$ cat config.mk
export PLATFORM = sky130hd
export DESIGN_NAME = hub75_scan_ctrl
export DESIGN_NICKNAME = d
export VERILOG_FILES = /design/src/rtl/hub75_scan_ctrl.sv
export SDC_FILE = /design/constraint.sdc
export NUM_CORES = 1
export LEC_CHECK = 0
export BUFFER_PORTS_ARGS = -buffer_cell sky130_fd_sc_hd__buf_2
export CORE_UTILIZATION = 30
export CTS_CLUSTER_DIAMETER = 200
export DETAILED_ROUTE_END_ITERATION = 8
export HOLD_SLACK_MARGIN = 0.08
export RECOVER_POWER = 25
export SLEW_MARGIN = 20
export SYNTH_ARGS = -nofsm -noshare
export SYNTH_HDL_FRONTEND = slang
export SYNTH_SLANG_ARGS = --single-unit
$ cat constraint.sdc
create_clock -name sys_clk -period 2 [get_ports sys_clk]
set_clock_uncertainty 0.1 [all_clocks]
set_input_delay 0.2 -clock sys_clk [delete_from_list [all_inputs] [get_ports sys_clk]]
set_output_delay 0.2 -clock sys_clk [all_outputs]
set_load 0.01 [all_outputs]
$ cat src/rtl/hub75_scan_ctrl.sv
// hub75_scan_ctrl: row/bit-plane scan sequencer for a HUB75 panel.
// Steps through every (row, bit-plane) pair. For each pair it starts the
// shifter, waits for the shift to finish and for the current plane's display
// time to run out, then blanks, latches and lights the new plane. Lit time
// uses binary-coded modulation: BASE_TIME << bit cycles.
// Optional build macro HUB75_BRIGHTNESS_EN adds an 8-bit global brightness
// input that shortens the lit part of each plane. The plane period does not
// change.
module hub75_scan_ctrl #(
    parameter int ROWS         = 32,
    parameter int BITS         = 8,
    parameter int BASE_TIME    = 8,
    parameter int BLANK_CYCLES = 2
) (
    input  logic       sys_clk,
    input  logic       rst,
    input  logic       enable,
`ifdef HUB75_BRIGHTNESS_EN
    input  logic [7:0] brightness,
`endif
    output logic       fetch_start,
    input  logic       fetch_busy,
    output logic [2:0] bit_cnt,
    output logic [5:0] row_cnt,
    output logic [4:0] addr,
    output logic       lat,
    output logic       oe_n,
    output logic       frame_done
);

    localparam logic [2:0] S_IDLE       = 3'd0;
    localparam logic [2:0] S_START      = 3'd1;
    localparam logic [2:0] S_SHIFTING   = 3'd2;
    localparam logic [2:0] S_WAIT_DISP  = 3'd3;
    localparam logic [2:0] S_BLANK_PRE  = 3'd4;
    localparam logic [2:0] S_LATCH      = 3'd5;
    localparam logic [2:0] S_BLANK_POST = 3'd6;
    localparam logic [2:0] S_UNBLANK    = 3'd7;

    localparam logic [2:0]  LAST_BIT   = 3'(BITS - 1);
    localparam logic [5:0]  LAST_ROW   = 6'(ROWS - 1);
    localparam logic [15:0] BASE_T     = 16'(BASE_TIME);
    localparam logic [7:0]  BLANK_LOAD = 8'(BLANK_CYCLES - 1);

    logic [2:0]  state_r;
    logic [2:0]  next_state_s;
    logic [15:0] timer_r;       // plane period countdown; gates leaving WAIT_DISP
    logic [15:0] lit_r;         // lit-cycle countdown; oe_n rises when it expires
    logic [7:0]  blank_r;
    logic [2:0]  disp_bit_r;    // bit-plane currently latched into the panel
    logic [15:0] plane_time_s;
    logic [15:0] lit_time_s;
    logic        last_bit_s;
    logic        last_row_s;

    assign plane_time_s = BASE_T << disp_bit_r;
    assign last_bit_s   = (bit_cnt == LAST_BIT);
    assign last_row_s   = (row_cnt == LAST_ROW);

`ifdef HUB75_BRIGHTNESS_EN
    logic [23:0] scaled_s;

    // Scale the plane period by (brightness+1)/256, never below one lit cycle
    always_comb begin
        scaled_s = 24'(plane_time_s) * (24'(brightness) + 24'd1);
        if ((scaled_s >> 8) == 24'd0) begin
            lit_time_s = 16'd1;
        end else begin
            lit_time_s = 16'(scaled_s >> 8);
        end
    end
`else
    // Full-brightness build: the plane is lit for its whole period
    always_comb begin
        lit_time_s = plane_time_s;
    end
`endif

    // Next-state decode of the scan sequencer
    always_comb begin
        next_state_s = state_r;
        case (state_r)
            S_IDLE: begin
                if (enable) next_state_s = S_START;
                else        next_state_s = S_IDLE;
            end
            S_START: begin
                next_state_s = S_SHIFTING;
            end
            S_SHIFTING: begin
                if (!fetch_busy) next_state_s = S_WAIT_DISP;
                else             next_state_s = S_SHIFTING;
            end
            S_WAIT_DISP: begin
                if (timer_r == 16'd0) next_state_s = S_BLANK_PRE;
                else                  next_state_s = S_WAIT_DISP;
            end
            S_BLANK_PRE: begin
                if (blank_r == 8'd0) next_state_s = S_LATCH;
                else                 next_state_s = S_BLANK_PRE;
            end
            S_LATCH: begin
                next_state_s = S_BLANK_POST;
            end
            S_BLANK_POST: begin
                if (blank_r == 8'd0) next_state_s = S_UNBLANK;
                else                 next_state_s = S_BLANK_POST;
            end
            S_UNBLANK: begin
                // enable only matters at the frame wrap
                if (last_bit_s && last_row_s && !enable) next_state_s = S_IDLE;
                else                                     next_state_s = S_START;
            end
            default: begin
                next_state_s = S_IDLE;
            end
        endcase
    end

    // State register and the strobe outputs decoded one cycle ahead
    always_ff @(posedge sys_clk) begin
        if (rst) begin
            state_r     <= S_IDLE;
            fetch_start <= 1'b0;
            lat         <= 1'b0;
            frame_done  <= 1'b0;
        end else begin
            state_r     <= next_state_s;
            fetch_start <= (next_state_s == S_START);
            lat         <= (next_state_s == S_LATCH);
            frame_done  <= (next_state_s == S_LATCH) && last_bit_s && last_row_s;
        end
    end

    // Blank-interval counter, reloaded on entry to either blank state
    always_ff @(posedge sys_clk) begin
        if (rst) begin
            blank_r <= 8'd0;
        end else if ((next_state_s == S_BLANK_PRE  && state_r != S_BLANK_PRE) ||
                     (next_state_s == S_BLANK_POST && state_r != S_BLANK_POST)) begin
            blank_r <= BLANK_LOAD;
        end else if (blank_r != 8'd0) begin
            blank_r <= blank_r - 8'd1;
        end else begin
            blank_r <= blank_r;
        end
    end

    // Capture row address and displayed bit as the latch pulse is issued
    always_ff @(posedge sys_clk) begin
        if (rst) begin
            addr       <= 5'd0;
            disp_bit_r <= 3'd0;
        end else if (next_state_s == S_LATCH) begin
            addr       <= row_cnt[4:0];
            disp_bit_r <= bit_cnt;
        end else begin
            addr       <= addr;
            disp_bit_r <= disp_bit_r;
        end
    end

    // Plane counters; they move only in UNBLANK so the shifter sees them stable
    always_ff @(posedge sys_clk) begin
        if (rst) begin
            bit_cnt <= 3'd0;
            row_cnt <= 6'd0;
        end else if (state_r == S_UNBLANK) begin
            if (last_bit_s) begin
                bit_cnt <= 3'd0;
                if (last_row_s) row_cnt <= 6'd0;
                else            row_cnt <= row_cnt + 6'd1;
            end else begin
                bit_cnt <= bit_cnt + 3'd1;
                row_cnt <= row_cnt;
            end
        end else begin
            bit_cnt <= bit_cnt;
            row_cnt <= row_cnt;
        end
    end

    // Display timers and output enable: lit from UNBLANK until the lit count expires
    always_ff @(posedge sys_clk) begin
        if (rst) begin
            timer_r <= 16'd0;
            lit_r   <= 16'd0;
            oe_n    <= 1'b1;
        end else if (state_r == S_UNBLANK) begin
            timer_r <= plane_time_s;
            lit_r   <= lit_time_s;
            oe_n    <= 1'b0;
        end else begin
            if (timer_r != 16'd0) timer_r <= timer_r - 16'd1;
            else                  timer_r <= timer_r;
            if (lit_r != 16'd0)   lit_r <= lit_r - 16'd1;
            else                  lit_r <= lit_r;
            if (lit_r == 16'd1)   oe_n <= 1'b1;
            else                  oe_n <= oe_n;
        end
    end

endmodule
==> impl_results.md <==
* Status: complete, no violations
* Crit path cell chain: inv_2 > ha_4 > or3b_4 > nor4_4 > buf_4 > nand3_4 > a21oi_2 > a211oi_2
* Unique masters post-synth at 59
* Ys async rst share at 0%
* EDFF count, synth at 0
* DR vias at 2802
* Worst hold slack at 187 ps
* Die Area at 0.0115 mm^2
* Worst path buffer plus inverter count at 2
* H-Tree Depth at 3
* DIE HEIGHT at 107 um
* Buffer depth of the longest clock path at 2
* #FFs+latches synth at 64
* Count leader, synth: dfxtp_1
* Fill cells at 1087
* HP Class: primary input to register
* Worst-path clk slew at 80 ps
* Initial core utilization at 30.7%
* CTS Hold Buffers Added at 0
* Final Hold Fails at 0
* Wirelength per Cell at 13.5 um
* Share of layout cells above drive strength 1 at 23.0%
* Synthesized area at 0.00332 mm^2
* Hold Crit Start: rst
* Synth top area share at 38.6%
* Rows at 38
* Via density at 4.88
* Layout Nets at 442
* Pin count of the biggest net entering global routing at 26
* Die X at 107 um
* Flop-to-flop setup slack at 30 ps
* Syn Area/Cell at 8.73 um^2
* Delay of the slowest cell on the worst path at 400 ps
* WP data arrival at 2080 ps
* Final setup TNS at 0 ps
* Leak at 1.50 nW
* TritonCTS clock tree: yes
* First-pass GRT wire length at 13300 um
* VDD IR max at 945 uV
* Register area at 0.00128 mm^2
* Input/output buffers at 21
* Max-cap viol count at 0
* Final WS setup at 30.1 ps
* Clk Latency, worst-skew pair at 350 ps
* Root buf cell: clkbuf_8
* Drt total wl at 7760 um
* Register-to-Register Path Depth at 8
* Synth Warn # at 0
* Synth area leaders: dfxtp_1 (39%), nor2_1 (5.3%), a21oi_1 (3.9%), xnor2_1 (3.4%), ha_1 (3.4%)
* Critical Path Source: lit_r[1]
* Fin cells at 574
* Cell family with most CP delay: simple AND/OR/NAND/NOR gates
* Fin crit period at 1970 ps
* Multi-input gate area at 0.00202 mm^2
* CP max-delay cell: or3b_4
* Cell accounting for the most synthesized area: dfxtp_1
* CTS buffer count at 9
* Fmax at 508 MHz
* CP startpoint kind: register
* ANT cells at 0
* Initial antenna violation count at 0
* Worst reg2reg startpoint: lit_r[1]
* Worst Path Required at 2110 ps
* Worst Tran Pin Value at 545 ps
* RSZ-0062 raised after global routing: yes
* # setup viols final at 0
* Hold Path Cell Cnt at 2
* Grt ovf at 0
* Crit. End Element: register
* Slew HR at 63.4%
* Sequential fraction of the synthesis area at 38.6%
* Post-Place Cells at 556
* Placer congestion estimate at 0.818
* DRT Pass-1 Iters at 4
* Post-DP HPWL at 5460 um
* Kind of critical path: register to register
* Syn_nets at 393
* Sink Count at 64
* Vias in the first global route at 2776
* GRT Util Overall at 14.6%
* Number of cells on the critical path at 8
* P&R area growth vs syn at 22.2%
* Crit-path max FO at 4
* Pre-CTS setup slack at -84.0 ps
* DR DRC count at 0
* DRT iter0 DRCs at 99
* Top cells by count, synth: dfxtp_1 (64), nor2_1 (47), nand2_1 (29)
* I/O pin count at 22
* Final Cycle Share at 98.5%
* Core footprint at 0.0108 mm^2
* Post-synth top flop: dfxtp_1
* PwrDens at 1580 mW/mm^2
* Pins Over Slew Limit at 0
* Cells after Synth at 380
* Number of routed nets with antenna violations at 0
state kept, by name, summed over array words and instances (netlist names):
| name | flops |
|---|---|
| state_r | 3 |
| bit_cnt | 3 |
| addr | 5 |
| timer_r | 16 |
| row_cnt | 6 |
| blank_r | 8 |
| oe_n | 1 |
| lit_r | 16 |
| frame_done | 1 |
| fetch_start | 1 |
| lat | 1 |
| disp_bit_r | 3 |
cell usage in the layout (no fill, tap or decap), types with 3 or more instances in the layout:
cell,netlist,routed
o21ai_0,5,5
and2_1,4,4
or2b_2,7,7
dfxtp_2,0,3
nand2b_1,6,6
mux2i_1,10,9
or4_1,5,4
a32o_1,3,3
nor3_2,2,3
a211oi_2,0,3
or2b_1,8,8
a21oi_1,26,24
xnor2_1,13,12
clkbuf_1,7,19
nand3_1,19,18
a211oi_1,8,5
nor2_1,47,46
buf_4,2,28
clkbuf_8,0,10
nand2_1,29,28
o22ai_1,3,3
nor4_1,9,7
dfxtp_1,64,61
xor2_1,9,9
ha_1,9,7
inv_2,0,4
nor2b_1,3,3
nor4_2,2,4
inv_1,10,6
nand4_1,6,6
buf_2,2,6
nor4_4,3,3
nor3_1,15,14
or3_1,5,5
power breakdown:
part	switching, mW	internal [mW]
logic	1.66	1.58
registers	0.385	1.62
clock network	0.524	0.613
path summary, 6_finish.rpt:
path	endpoint
min reg2reg	addr[3]
max	lit_r[8]
max reg2reg	lit_r[8]
min	lit_r[3]
repair_timing:
| item | 4_1_cts | 5_1_grt |
|---|---|---|
| pin swaps | 2 | 11 |
| buffers inserted | 0 | 2 |
| setup endpoints to repair | 16 | 28 |
| cloned | 0 | 0 |
| resized for setup | 4 | 28 |
logic make-up after synthesis:
| family | count (synthesis) | share of synthesized area (%) |
|---|---|---|
| compound gates | 66 | 13.7 |
| mux | 10 | 3.02 |
| flops | 64 | 38.6 |
| fa+ha+maj | 9 | 3.40 |
| xor+xnor | 22 | 5.81 |
| simple gates | 183 | 31.3 |
| buf+inv | 26 | 4.15 |
metal layers:
metal / global-route usage (%) / wire [um] / vias to the layer above
met5: 0 / 0 / -
met4: 5.38 / 116 / 0
met2: 24.3 / 3740 / 44
li1: - / - / 1453
met1: 18.4 / 3660 / 1293
met3: 3.28 / 247 / 12
final cells by class:
type | instances | area share [%]
sequential | 64 | 31.7
tap | 140 | 4.32
timing repair buffer | 54 | 8.18
inverter | 10 | 0.926
multi-input combinational | 290 | 49.8
clock buffer | 10 | 3.40
clock inverter | 6 | 1.67
stage by stage:
stage / power, mW / utilization [%] / area [um^2]
global placement: 4.83 / 34.7 / 3740
CTS: 6.11 / 36.7 / 3970
floorplan: 4.06 / - / 3320
finish: 6.40 / 37.5 / 4050
global route: 6.95 / 37.5 / 4050
detailed placement: 4.87 / 34.7 / 3740
Power figures use the tool's default switching activity.
